[src/rtl/version_slot_store.sv]
// Four-slot (version, data) store feeding priorityRouter; slot outputs update one cycle after a write/invalidate edge.
// Writes stall (wrReady low) while a round-robin victim waits in EVICT for evictReady; the victim is held stable meanwhile.
module version_slot_store #(
    parameter int BLOCK_SIZE = 4,
    parameter int DATA_WIDTH = 32
) (
    input  logic                  clk,
    input  logic                  rst,
    input  logic                  wrValid,
    output logic                  wrReady,
    input  logic [BLOCK_SIZE-1:0] wrVersion,
    input  logic [DATA_WIDTH-1:0] wrData,
    input  logic                  invValid,
    input  logic [BLOCK_SIZE-1:0] invVersion,
    output logic                  evictValid,
    input  logic                  evictReady,
    output logic [BLOCK_SIZE-1:0] evictVersion,
    output logic [DATA_WIDTH-1:0] evictData,
    output logic [3:0]            slotValid,
    output logic [BLOCK_SIZE-1:0] version0,
    output logic [BLOCK_SIZE-1:0] version1,
    output logic [BLOCK_SIZE-1:0] version2,
    output logic [BLOCK_SIZE-1:0] version3,
    output logic [DATA_WIDTH-1:0] dataOut0,
    output logic [DATA_WIDTH-1:0] dataOut1,
    output logic [DATA_WIDTH-1:0] dataOut2,
    output logic [DATA_WIDTH-1:0] dataOut3
);

    localparam logic [BLOCK_SIZE-1:0] EMPTY_TAG = '1;

    typedef enum logic {IDLE, EVICT} state_t;

    state_t                state;
    state_t                nextState;
    logic [BLOCK_SIZE-1:0] slotTag  [4];
    logic [DATA_WIDTH-1:0] slotData [4];
    logic [3:0]            valid;
    logic [1:0]            evictPtr;
    logic [BLOCK_SIZE-1:0] pendVersion;
    logic [DATA_WIDTH-1:0] pendData;

    logic       wrFire;
    logic       wrUseful;
    logic [3:0] hitVec;
    logic [3:0] invVec;
    logic [3:0] wrSet;
    logic       hit;
    logic       full;
    logic [1:0] freeIdx;
    logic       goEvict;
    logic       evictFire;

    always_comb begin
        wrFire    = wrValid && wrReady;
        wrUseful  = wrFire && (wrVersion != EMPTY_TAG);
        hitVec    = '0;
        invVec    = '0;
        wrSet     = '0;
        freeIdx   = 2'd0;
        for (int i = 3; i >= 0; i--) begin
            hitVec[i] = valid[i] && (slotTag[i] == wrVersion);
            // The victim is overwritten by the pending write, so invalidating it is moot.
            invVec[i] = invValid && valid[i] && (slotTag[i] == invVersion)
                        && !(state == EVICT && evictPtr == 2'(i));
            if (!valid[i]) freeIdx = 2'(i);
        end
        hit       = |hitVec;
        full      = &valid;
        for (int i = 0; i < 4; i++) begin
            wrSet[i] = wrUseful && (hitVec[i] || (!hit && !full && freeIdx == 2'(i)));
        end
        goEvict   = wrUseful && !hit && full;
        evictFire = (state == EVICT) && evictReady;
    end

    always_ff @(posedge clk) begin
        if (rst) state <= IDLE;
        else     state <= nextState;
    end

    always_comb begin
        nextState = state;
        case (state)
            IDLE:    if (goEvict)    nextState = EVICT;
            EVICT:   if (evictReady) nextState = IDLE;
            default: nextState = IDLE;
        endcase
    end

    always_comb begin
        wrReady    = (state == IDLE) && !rst;
        evictValid = (state == EVICT);
    end

    always_ff @(posedge clk) begin
        if (rst) begin
            valid       <= '0;
            evictPtr    <= 2'd0;
            pendVersion <= '0;
            pendData    <= '0;
            for (int i = 0; i < 4; i++) begin
                slotTag[i]  <= EMPTY_TAG;
                slotData[i] <= '0;
            end
        end else begin
            // Write set after invalidate clear so a same-tag write wins.
            valid <= (valid & ~invVec) | wrSet;
            for (int i = 0; i < 4; i++) begin
                if (wrSet[i]) begin
                    slotTag[i]  <= wrVersion;
                    slotData[i] <= wrData;
                end
            end
            if (goEvict) begin
                pendVersion <= wrVersion;
                pendData    <= wrData;
            end
            if (evictFire) begin
                slotTag[evictPtr]  <= pendVersion;
                slotData[evictPtr] <= pendData;
                evictPtr           <= evictPtr + 2'd1;
            end
        end
    end

    assign evictVersion = slotTag[evictPtr];
    assign evictData    = slotData[evictPtr];
    assign slotValid    = valid;
    assign version0     = valid[0] ? slotTag[0] : EMPTY_TAG;
    assign version1     = valid[1] ? slotTag[1] : EMPTY_TAG;
    assign version2     = valid[2] ? slotTag[2] : EMPTY_TAG;
    assign version3     = valid[3] ? slotTag[3] : EMPTY_TAG;
    assign dataOut0     = valid[0] ? slotData[0] : '0;
    assign dataOut1     = valid[1] ? slotData[1] : '0;
    assign dataOut2     = valid[2] ? slotData[2] : '0;
    assign dataOut3     = valid[3] ? slotData[3] : '0;

endmodule

[config.mk]
export PLATFORM = sky130hd
export DESIGN_NAME = version_slot_store
export DESIGN_NICKNAME = d
export VERILOG_FILES = /design/src/rtl/version_slot_store.sv
export SDC_FILE = /design/constraint.sdc
export NUM_CORES = 1
export LEC_CHECK = 0
export ABC_CLOCK_PERIOD_IN_PS = 5950
export CORE_AREA = 5 5 228 142
export DETAILED_ROUTE_END_ITERATION = 6
export DIE_AREA = 0 0 233 147
export SYNTH_ARGS = -nofsm -noshare
export SYNTH_HDL_FRONTEND = slang
export SYNTH_SLANG_ARGS = --single-unit
[constraint.sdc]
create_clock -name clk -period 5.95 [get_ports clk]
set_input_delay 1.19 -clock clk [delete_from_list [all_inputs] [get_ports clk]]
set_output_delay 1.19 -clock clk [all_outputs]
set_load 0.005 [all_outputs]
==> results of run 1 <==
==> final cells by class <==
| type | count | area, sq um |
|---|---|---|
| clock buffers | 19 | 442.9 |
| clock inverters | 13 | 148.9 |
| flip-flops and latches | 189 | 5233 |
| inverters | 3 | 11.26 |
| fillers | 2791 | 16530 |
| multi-input cells | 621 | 4984 |
| well taps | 416 | 520.5 |
| diodes | 1 | 2.502 |
| repair buffers | 244 | 2402 |
==> state kept, by name, summed over array words and instances, names as in the netlist, named ones only <==
signal,flops
slotData,128
slotValid,4
pendData,32
evictPtr,2
evictValid,1
pendVersion,4
slotTag,16
==> cell families after synthesis <==
kind of cell / synth area share, %
AOI/OAI and AO/OA: 13.76
adders and majority gates: 0.4711
and+or+nand+nor: 18.01
DFF: 49.18
xor gates and xnor gates: 3.003
buffers and inverters: 4.558
muxes: 11.02
==> per-layer routing <==
metal  GRT usage [%]  routed length, um
met5               0                 13
met4           5.164                620
met3           5.273               2647
met2           30.13              15180
met1           30.60              17060
==> placed cells by master, fill, tap and decap left out, types with 3 or more instances in the layout <==
cell type / n
sky130_fd_sc_hd__a211o_2: 3
sky130_fd_sc_hd__a21oi_1: 18
sky130_fd_sc_hd__a32o_1: 96
sky130_fd_sc_hd__and2_1: 128
sky130_fd_sc_hd__buf_4: 14
sky130_fd_sc_hd__bufinv_16: 3
sky130_fd_sc_hd__clkbuf_16: 17
sky130_fd_sc_hd__clkdlybuf4s50_1: 229
sky130_fd_sc_hd__clkinv_1: 4
sky130_fd_sc_hd__clkinvlp_4: 4
sky130_fd_sc_hd__dfxtp_1: 39
sky130_fd_sc_hd__dfxtp_2: 6
sky130_fd_sc_hd__edfxtp_1: 144
sky130_fd_sc_hd__ha_1: 4
sky130_fd_sc_hd__inv_1: 3
sky130_fd_sc_hd__mux2i_1: 36
sky130_fd_sc_hd__mux4_2: 36
sky130_fd_sc_hd__nand2_1: 73
sky130_fd_sc_hd__nand2b_1: 87
sky130_fd_sc_hd__nand3_1: 10
sky130_fd_sc_hd__nor2_1: 21
sky130_fd_sc_hd__nor3_1: 7
sky130_fd_sc_hd__o21ai_0: 30
sky130_fd_sc_hd__o32a_1: 4
sky130_fd_sc_hd__xnor2_1: 8
sky130_fd_sc_hd__xor2_1: 21
sky130_fd_sc_hd__xor2_2: 4
==> metrics by stage <==
step	setup WS (ns)	area, sq um
global placement	1.095	13150
floorplan	1.474	10620
CTS	1.497	13740
finish	1.465	13740
global route	1.302	13740
detailed placement	1.040	13150
==> critical path, delay by kind of cell <==
family | cells | cell delay (ns)
AOI/OAI and AO/OA | 2 | 1.89
xor gates and xnor gates | 1 | 0.20
and+or+nand+nor | 2 | 0.37
buffers and inverters | 1 | 0.86
==> power by group through the flow <==
stage	sequential [mW]	combinational [mW]	clock, mW
floorplan	1.51	0.146	0
global placement	1.54	0.280	0
detailed placement	1.54	0.283	0
CTS	1.51	0.284	1.18
global route	1.51	0.303	1.24
finish	1.51	0.282	1.16
==> worst paths after layout <==
path           startpoint              end  slack (ns)
max          wrVersion[3]  slotData[0][21]        1.47
min           evictPtr[1]        flip-flop        0.52
max reg2reg  slotValid[2]  slotData[0][21]        2.44
min reg2reg   evictPtr[1]        flip-flop        0.52
==> insert_results.sql, run 1 <==
INSERT INTO impl_metrics (metric_group, metric, value, unit) VALUES
('timing', 'rsz0062_at_grt', 'false', ''),
('hold_path', 'cell_depth_of_the_worst_min_delay_path', '2', ''),
('global_route', 'grt_max_degree', '89', ''),
('synthesis', 'number_of_instances_in_the_synthesized_netlist', '899', ''),
('cts', 'clk_latency', '0.43', 'ns'),
('synthesis', 'synth.distinct_cells', '47', ''),
('synthesis', 'syn-num-nets', '948', ''),
('power_and_ir_drop', 'power', '2.955', 'mW'),
('floorplan', 'boundaryPins', '231', ''),
('power_and_ir_drop', 'internal-power', '2.271', 'mW'),
('cts', 'cts-htree-levels', '4', ''),
('cts', 'cts_post_setup_buffers_inserted', '0', ''),
('synthesis', 'post_syn_area_per_cell', '11.82', 'sq um'),
('cts', 'cts-resized-gates', '0', ''),
('route', 'avgViaCountPerCell', '5.489', ''),
('cts', 'cts_inserted_buffers', '17', ''),
('route', 'detail_route.first_pass.iterations', '6', ''),
('power_and_ir_drop', 'power.net_switching', '0.6836', 'mW'),
('route', 'drt.antenna.violating_nets', '0', ''),
('cts', 'clock_tree.buffer_depth', '2', ''),
('route', 'totalWireLength', '35520', 'um'),
('flow_run', 'max-cap-violations', '0', ''),
('placed_design', 'numPlacedInstances', '1473', ''),
('worst_setup_path', 'crit_path_end_kind', 'flip-flop', ''),
('floorplan', 'fp.dieW', '233', 'um'),
('cts', 'cts_tree', 'yes', ''),
('finish', 'layout_utilization', '45.39', '%'),
('placed_design', 'numPortBuffers', '230', ''),
('worst_setup_path', 'category_of_the_most_critical_setup_path', 'input pin to flip-flop', ''),
('power_and_ir_drop', 'power-per-cell-area', '215.0', 'nW/um^2'),
('finish', 'area_delta_synth_final', '29.37', '%'),
('power_and_ir_drop', 'max-vdd-ir-drop', '0.1569', 'mV'),
('power_and_ir_drop', 'sw_frac_of_total', '23.14', '%'),
('worst_setup_path', 'arrival', '4.53', 'ns'),
('placed_design', 'detailedPlacementHpwl', '22640', 'um'),
('timing', 'skew', '0.01091', 'ns'),
('synthesis', 'ys_async_sr_fraction', '0', '%'),
('worst_setup_path', 'cp-start-kind', 'input pin', ''),
('timing', 'fmaxAchievable', '223.0', 'MHz'),
('timing', 'hold_ws', '0.5236', 'ns'),
('floorplan', 'core', '30280', 'sq um'),
('route', 'detail_routed_net_length_per_standard_cell', '23.58', 'um'),
('power_and_ir_drop', 'pwr-share-seq', '51.1', '%'),
('global_route', 'grt_antenna_before_repair', '2', ''),
('worst_setup_path', 'timing.critical_path.slowest_cell_delay', '0.96', 'ns'),
('global_route', 'grt_overflow', '0', ''),
('cts', 'clock_tree.root_cell', 'sky130_fd_sc_hd__clkbuf_16', ''),
('worst_setup_path', 'timing.critical_path.slowest_stage_cell', 'sky130_fd_sc_hd__a32o_2', ''),
('run_status', 'run_status', 'completed', ''),
('cts', 'clkSlewWorstSetupHoldPaths', '0.07', 'ns'),
('worst_setup_path', 'cp_data_required_time', '6.00', 'ns'),
('floorplan', 'fp.dieArea', '34250', 'sq um'),
('floorplan', 'die-height', '147', 'um'),
('timing', 'max_slew.worst_pin.slew', '1.131', 'ns'),
('synthesis', 'synth_enable_flop_cells', '144', ''),
('synthesis', 'yosys_warnings', '0', ''),
('synthesis', 'synth_top_cells_by_area', 'sky130_fd_sc_hd__edfxtp_1 (41%), sky130_fd_sc_hd__a32o_1 (9.1%), sky130_fd_sc_hd__dfxtp_1 (8.5%), sky130_fd_sc_hd__and2_1 (7.7%), sky130_fd_sc_hd__mux4_2 (7.6%)', ''),
('hold_path', 'hp-class', 'flip-flop to flip-flop', ''),
('route', 'starting_drc_count_in_detailed_routing', '749', ''),
('timing', 'finish_stage_setup_viols', '0', ''),
('route', 'routed-via-count', '8266', ''),
('power_and_ir_drop', 'p_comb_share', '9.5', '%'),
('worst_setup_path', 'critical_path_peak_fanout', '37', ''),
('synthesis', 'synth_ff_type', 'sky130_fd_sc_hd__edfxtp_1', ''),
('timing', 'fin_crit', '4.485', 'ns'),
('synthesis', 'yosysMostFrequentCell', 'sky130_fd_sc_hd__edfxtp_1', ''),
('floorplan', 'std_cell_rows', '50', ''),
('cts', 'cts-hold-fix-buffers', '0', ''),
('timing', 'maxSlewViolCount', '0', ''),
('power_and_ir_drop', 'power.share.clock', '39.4', '%'),
('finish', 'layout-drive-gt1-share', '9.642', '%');
(Power assumes the default switching activity.)
==> run 2, diff against run 1 <==
ABC_CLOCK_PERIOD_IN_PS = 4200   (was 5950)
clock period = 4.2 ns   (was 5.95 ns; I/O delays follow)
==> run 2 against run 1 <==
  * Final cell count is 0.60% higher
  * Register-to-register slack got worse by 1.1 ns
  * Critical path depth unchanged
  * Largest cell class unchanged
  * Largest power group unchanged
==> insert_results.sql, run 2 (synthesis results as in run 1) <==
INSERT INTO impl_metrics (metric_group, metric, value, unit) VALUES
('global_route', 'first_pass_grt_wire_length', '54720', 'um'),
('route', 'detail_route.first_pass.iterations', '6', ''),
('worst_setup_path', 'critical_path.top_delay_family', 'compound AO/OA/AOI/OAI gates', ''),
('power_and_ir_drop', 'max-vdd-ir-drop', '0.2391', 'mV'),
('worst_setup_path', 'cp_data_required_time', '4.26', 'ns'),
('finish', 'layout_top_registers', 'slotData: 128 flops, pendData: 32 flops, slotTag: 16 flops', ''),
('finish', 'area_delta_synth_final', '30.59', '%'),
('worst_setup_path', 'arrival', '3.48', 'ns'),
('floorplan', 'boundaryPins', '231', ''),
('power_and_ir_drop', 'power.share.clock', '39.8', '%'),
('power_and_ir_drop', 'power.net_switching', '1.054', 'mW'),
('timing', 'max_slew.worst_pin.slew', '1.109', 'ns'),
('power_and_ir_drop', 'p_comb_share', '9.8', '%'),
('timing', 'finalHoldViolations', '0', ''),
('route', 'number_of_remaining_drc_errors', '0', ''),
('cts', 'cts_tree', 'yes', ''),
('cts', 'clock_tree.root_cell', 'sky130_fd_sc_hd__clkbuf_16', ''),
('cts', 'clk_latency', '0.45', 'ns'),
('worst_setup_path', 'timing.critical_path.slowest_stage_cell', 'sky130_fd_sc_hd__a211o_2', ''),
('worst_setup_path', 'critical_path_peak_fanout', '36', ''),
('floorplan', 'floorplan.initialDensity', '35.09', '%'),
('timing', 'fmaxAchievable', '292.7', 'MHz'),
('finish', 'number_of_nets_in_the_final_layout', '1134', ''),
('placed_design', 'detailedPlacementHpwl', '23350', 'um'),
('cts', 'clock_tree.buffer_depth', '2', ''),
('timing', 'postLayoutSetupSlackWorst', '0.7840', 'ns'),
('flow_run', 'max-cap-violations', '0', ''),
('power_and_ir_drop', 'pwr-share-seq', '50.4', '%'),
('timing', 'maxSlewViolCount', '0', ''),
('floorplan', 'die-height', '147', 'um'),
('route', 'routed-via-count', '8350', ''),
('timing', 'hold_ws', '0.5133', 'ns'),
('cts', 'clkSlewWorstSetupHoldPaths', '0.07', 'ns'),
('cts', 'cts_post_setup_buffers_inserted', '0', ''),
('floorplan', 'fp.dieW', '233', 'um'),
('finish', 'layout_commonest_cell', 'sky130_fd_sc_hd__clkdlybuf4s50_1', ''),
('finish', 'layout.cells.most_common_list', 'sky130_fd_sc_hd__clkdlybuf4s50_1 (229), sky130_fd_sc_hd__edfxtp_1 (144), sky130_fd_sc_hd__and2_1 (128)', ''),
('placed_design', 'finalWeightedCongestion', '0.8669', ''),
('timing', 'period_share', '81.33', '%'),
('floorplan', 'core', '30280', 'sq um'),
('timing', 'slew_headroom', '25.86', '%'),
('timing', 'skew', '0.01031', 'ns'),
('placed_design', 'post-place-ws', '0.3209', 'ns'),
('global_route', 'grt_max_degree', '133', ''),
('run_status', 'run_status', 'completed', ''),
('route', 'starting_drc_count_in_detailed_routing', '949', ''),
('timing', 'finish_stage_setup_viols', '0', ''),
('power_and_ir_drop', 'sw_frac_of_total', '24.89', '%'),
('global_route', 'grt_antenna_before_repair', '2', ''),
('finish', 'filler_cell_count', '2823', ''),
('worst_setup_path', 'category_of_the_most_critical_setup_path', 'input pin to flip-flop', ''),
('finish', 'final_cell_area', '13870', 'sq um'),
('finish', 'top_reg_by_flops', 'slotData', ''),
('timing', 'finalSetupTns', '0', 'ns'),
('cts', 'cts-htree-levels', '4', ''),
('floorplan', 'std_cell_rows', '50', ''),
('route', 'detail_routed_net_length_per_standard_cell', '23.83', 'um'),
('finish', 'flip_flop_count_of_the_largest_register_all_copies_and_words_added', '128', ''),
('placed_design', 'dpl-instance-area', '13270', 'sq um'),
('route', 'totalWireLength', '36110', 'um'),
('cts', 'clock-sinks', '189', ''),
('timing', 'fin_crit', '3.416', 'ns'),
('worst_setup_path', 'sequence_of_cells_on_the_critical_path', 'clkdlybuf4s50_1 > xor2_1 > nor4_2 > nand2_1 > o41ai_4 > a211o_2', ''),
('hold_path', 'hp-class', 'flip-flop to flip-flop', ''),
('global_route', 'grt_pass1_vias', '8440', ''),
('floorplan', 'fp.dieArea', '34250', 'sq um'),
('route', 'avgViaCountPerCell', '5.512', ''),
('global_route', 'grt_resource_usage_total', '20.91', '%'),
('worst_setup_path', 'timing.critical_path.slowest_cell_delay', '0.89', 'ns'),
('cts', 'cts-resized-gates', '0', ''),
('worst_setup_path', 'crit_path_end_kind', 'flip-flop', ''),
('route', 'drt.antenna.violating_nets', '0', ''),
('cts', 'cts-hold-fix-buffers', '0', ''),
('power_and_ir_drop', 'power-per-cell-area', '305.1', 'nW/um^2'),
('finish', 'layout-drive-gt1-share', '10.84', '%'),
('global_route', 'grt_overflow', '0', ''),
('placed_design', 'numPortBuffers', '230', ''),
('worst_setup_path', 'cp-start-kind', 'input pin', ''),
('power_and_ir_drop', 'static-leakage-power', '4.441', 'nW'),
('timing', 'rsz0062_at_grt', 'false', ''),
('worst_setup_path', 'critPathBufInv', '1', ''),
('cts', 'cts_inserted_buffers', '17', ''),
('power_and_ir_drop', 'internal-power', '3.179', 'mW');
==> run 2: changes by cell type in the layout (fill, tap and decap cells not counted), moves of 2 or more <==
cell | before | now
sky130_fd_sc_hd__clkinv_4 | 1 | 3
sky130_fd_sc_hd__buf_12 | 0 | 4
sky130_fd_sc_hd__inv_8 | 0 | 3
sky130_fd_sc_hd__buf_4 | 14 | 19
sky130_fd_sc_hd__clkinv_1 | 4 | 0
sky130_fd_sc_hd__inv_6 | 0 | 4
==> run 2: worst register-to-register path, stage by stage (launching register included) <==
cell and delay, ns:
sky130_fd_sc_hd__dfxtp_1 0.62, sky130_fd_sc_hd__nand2_1 0.25, sky130_fd_sc_hd__nor2_4 0.89, sky130_fd_sc_hd__a211o_2 0.52
sky130_fd_sc_hd__buf_12 0.27
==> run 2: per-layer routing <==
layer  global-route usage, %  share of wire [%]  up-vias
met1                   31.28                 48     4216
met3                   5.428                8.0       20
met4                   3.305               0.86        0
met2                   31.18                 44      388
met5                       0                  0        -
li1                        -                  -     3726
==> run 2: power groups by stage <==
stage | combinational, mW | sequential [mW] | clock [mW]
floorplan | 0.207 | 2.14 | 0
global placement | 0.409 | 2.18 | 0
detailed placement | 0.415 | 2.18 | 0
CTS | 0.416 | 2.13 | 1.70
global route | 0.445 | 2.14 | 1.78
finish | 0.415 | 2.13 | 1.68
==> run 2: metrics by stage <==
stage / utilization, % / total power [mW] / cells
floorplan: - / 2.343 / 899
finish: 45.82 / 4.233 / 1515
detailed placement: 43.82 / 2.591 / 1482
CTS: 45.81 / 4.255 / 1514
global placement: 43.82 / 2.587 / 1482
global route: 45.82 / 4.369 / 1515
==> run 2: worst paths after layout <==
kind                                   start               to  slack (ns)  depth (start not counted)
worst max-delay path            wrVersion[3]  slotData[1][24]        0.78                          6
worst min-delay path             evictPtr[1]        flip-flop        0.51                          2
worst max register to register    evictValid   slotData[2][4]        1.34                          4
worst min register to register   evictPtr[1]        flip-flop        0.51                          2
==> run 2: area by class of cell <==
type,instances,area (sq um),share of cell area (%)
Sequential cell,189,5233,37.72
Multi-Input combinational cell,621,4984,35.92
Timing Repair Buffer,253,2520,18.16
Tap cell,416,520.5,3.752
Clock buffer,17,425.4,3.066
Clock inverter,15,177.7,1.281
Inverter,3,11.26,0.08117
Antenna cell,1,2.502,0.01804
==> run 3, diff against run 2 <==
ABC_CLOCK_PERIOD_IN_PS = 3100   (was 4200)
clock period = 3.1 ns   (was 4.2 ns; I/O delays follow)
==> run 3 against run 2 <==
  * Non-clock buffer count is 24 higher
  * Final cell count up 1.7%
  * Register-to-register slack got worse by 0.69 ns
  * Cell area is 2.2% higher
  * Sequential share of layout area down 0.80 points
  * Worst setup slack worse by 0.57 ns
  * Clock skew is 0.0029 ns higher
  * Routed wire length is 2.0% lower
  * First-iteration DRC count grew 2.4%
  * Utilization grew 1.0 points
==> insert_results.sql, run 3 (synthesis results as in run 1) <==
INSERT INTO impl_metrics (metric_group, metric, value, unit) VALUES
('run_status', 'run_status', 'completed', ''),
('worst_setup_path', 'ff2ff_path_depth', '5', ''),
('route', 'avgViaCountPerCell', '5.489', ''),
('finish', 'layout.area.seq', '5235', 'sq um'),
('placed_design', 'post-place-ws', '-0.06073', 'ns'),
('worst_setup_path', 'sequence_of_cells_on_the_critical_path', 'and2_1 > clkdlybuf4s50_1', ''),
('finish', 'filler_cell_count', '2770', ''),
('cts', 'cts-resized-gates', '0', ''),
('global_route', 'grt_antenna_before_repair', '3', ''),
('timing', 'rsz0062_at_grt', 'false', ''),
('cts', 'clk_latency', '0.44', 'ns'),
('timing', 'period_share', '92.96', '%'),
('cts', 'cts_inserted_buffers', '17', ''),
('floorplan', 'die-height', '147', 'um'),
('cts', 'clock_tree.root_cell', 'sky130_fd_sc_hd__clkbuf_16', ''),
('placed_design', 'dpl-instance-area', '13610', 'sq um'),
('power_and_ir_drop', 'max-vdd-ir-drop', '0.3596', 'mV'),
('route', 'detail_route.first_pass.iterations', '6', ''),
('timing', 'slew_headroom', '34.83', '%'),
('timing', 'max_slew.worst_pin.slew', '0.9775', 'ns'),
('worst_setup_path', 'timing.critical_path.slowest_cell_delay', '0.97', 'ns'),
('power_and_ir_drop', 'power-per-cell-area', '396.9', 'nW/um^2'),
('timing', 'hold_ws', '0.5133', 'ns'),
('route', 'routed-via-count', '8453', ''),
('floorplan', 'std_cell_rows', '50', ''),
('finish', 'layout_commonest_cell', 'sky130_fd_sc_hd__clkdlybuf4s50_1', ''),
('finish', 'final_cells', '1540', ''),
('floorplan', 'fp.dieArea', '34250', 'sq um'),
('worst_setup_path', 'timing.critical_path.slowest_stage_cell', 'sky130_fd_sc_hd__dfxtp_2', ''),
('worst_setup_path', 'timing.reg2reg.setup_slack', '0.65', 'ns'),
('timing', 'finalHoldViolations', '0', ''),
('route', 'number_of_remaining_drc_errors', '0', ''),
('timing', 'fin_crit', '2.882', 'ns'),
('finish', 'layout_utilization', '46.83', '%'),
('route', 'totalWireLength', '35400', 'um'),
('flow_run', 'max-cap-violations', '0', ''),
('finish', 'multi_input_area', '4984', 'sq um'),
('finish', 'layout_top_registers', 'slotData: 128 flops, pendData: 32 flops, slotTag: 16 flops', ''),
('route', 'starting_drc_count_in_detailed_routing', '972', ''),
('finish', 'top_reg_by_flops', 'slotData', ''),
('power_and_ir_drop', 'power', '5.628', 'mW'),
('cts', 'clkSlewWorstSetupHoldPaths', '0.07', 'ns'),
('finish', 'layout.cells.most_common_list', 'sky130_fd_sc_hd__clkdlybuf4s50_1 (229), sky130_fd_sc_hd__edfxtp_1 (144), sky130_fd_sc_hd__and2_1 (128)', ''),
('timing', 'skew', '0.01321', 'ns'),
('cts', 'cts-hold-fix-buffers', '0', ''),
('cts', 'cts_post_setup_buffers_inserted', '0', ''),
('cts', 'clock-sinks', '189', ''),
('placed_design', 'finalWeightedCongestion', '0.8705', ''),
('hold_path', 'min-delay-start', 'evictPtr[1]', ''),
('worst_setup_path', 'cp_data_required_time', '2.48', 'ns'),
('timing', 'maxSlewViolCount', '0', ''),
('finish', 'flip_flop_count_of_the_largest_register_all_copies_and_words_added', '128', ''),
('floorplan', 'boundaryPins', '231', ''),
('floorplan', 'core', '30280', 'sq um'),
('floorplan', 'floorplan.initialDensity', '35.09', '%'),
('route', 'detail_routed_net_length_per_standard_cell', '22.99', 'um'),
('placed_design', 'numPlacedInstances', '1506', ''),
('global_route', 'first_pass_grt_wire_length', '53520', 'um'),
('cts', 'cts_tree', 'yes', ''),
('power_and_ir_drop', 'static-leakage-power', '4.596', 'nW'),
('route', 'drt.antenna.violating_nets', '0', ''),
('global_route', 'grt_max_degree', '57', ''),
('worst_setup_path', 'arrival', '2.26', 'ns'),
('finish', 'area_delta_synth_final', '33.48', '%'),
('timing', 'finalSetupTns', '0', 'ns'),
('global_route', 'grt_pass1_vias', '8581', ''),
('worst_setup_path', 'crit-reg2reg-capture', 'pendVersion[2]', ''),
('global_route', 'grt_resource_usage_total', '20.30', '%'),
('worst_setup_path', 'critical_path_peak_fanout', '43', ''),
('timing', 'fmaxAchievable', '347.0', 'MHz'),
('timing', 'finish_stage_setup_viols', '0', ''),
('placed_design', 'numPortBuffers', '230', ''),
('worst_setup_path', 'ff_to_ff_start', 'slotValid[2]', ''),
('hold_path', 'hp-class', 'flip-flop to flip-flop', ''),
('hold_path', 'cell_depth_of_the_worst_min_delay_path', '2', ''),
('placed_design', 'detailedPlacementHpwl', '24320', 'um'),
('floorplan', 'fp.dieW', '233', 'um'),
('cts', 'cts-htree-levels', '4', ''),
('worst_setup_path', 'crit_path_end_kind', 'primary output', ''),
('worst_setup_path', 'cp-start-kind', 'flip-flop', ''),
('timing', 'postLayoutSetupSlackWorst', '0.2183', 'ns'),
('worst_setup_path', 'category_of_the_most_critical_setup_path', 'flip-flop to primary output', ''),
('cts', 'clock_tree.buffer_depth', '2', ''),
('finish', 'layout-drive-gt1-share', '12.66', '%'),
('global_route', 'grt_overflow', '0', ''),
('finish', 'final_cell_area', '14180', 'sq um'),
('finish', 'number_of_nets_in_the_final_layout', '1158', '');
[run 3: cell count changes in the layout (fill, tap and decap cells not counted)]
cell and change:
sky130_fd_sc_hd__inv_6 +1, sky130_fd_sc_hd__bufinv_16 -1, sky130_fd_sc_hd__inv_8 -2, sky130_fd_sc_hd__dfxtp_4 +1, sky130_fd_sc_hd__clkinvlp_4 +1, sky130_fd_sc_hd__buf_12 +13
sky130_fd_sc_hd__clkinv_4 -2, sky130_fd_sc_hd__clkinv_1 +1, sky130_fd_sc_hd__buf_4 +11, sky130_fd_sc_hd__clkinv_2 +2, sky130_fd_sc_hd__dfxtp_2 -1, sky130_fd_sc_hd__diode_2 +1
[run 3: metal layers]
layer  routed length, um  track usage [%]  part of all wire, %
met5                  20                0                0.057
met4                 216            4.220                 0.61
met2               16100            31.02                   45
met3                2727            4.481                  7.7
met1               16340            29.80                   46
[run 3: how the worst max path moves through the flow]
stage,from,to
floorplan,rst,slotData[0][0]
global placement,wrVersion[0],slotData[0][7]
detailed placement,wrVersion[0],slotData[0][16]
CTS,flip-flop,evictData[26]
global route,flip-flop,evictData[26]
finish,slotValid[2],dataOut2[23]
[run 3: worst max-delay path, delay by kind of cell, from the launching register on]
kind	cells	cell delay, ns
flip-flops	1	0.97
AND/OR/NAND/NOR	1	0.30
buffers and inverters	1	0.53
[run 3: final cells by class]
class,count,share of cell area [%]
Multi-Input combinational cell,621,35.14
Sequential cell,189,36.92
Timing Repair Buffer,277,20.19
Clock buffer,17,3.000
Tap cell,416,3.670
Clock inverter,15,0.9705
Inverter,3,0.07941
Antenna cell,2,0.03529
[run 3: power breakdown]
part | internal [mW] | switching [mW] | total, mW
sequential | 2.81 | 0.0724 | 2.88
clock | 1.12 | 1.02 | 2.14
combinational | 0.310 | 0.295 | 0.604
total | 4.24 | 1.39 | 5.63
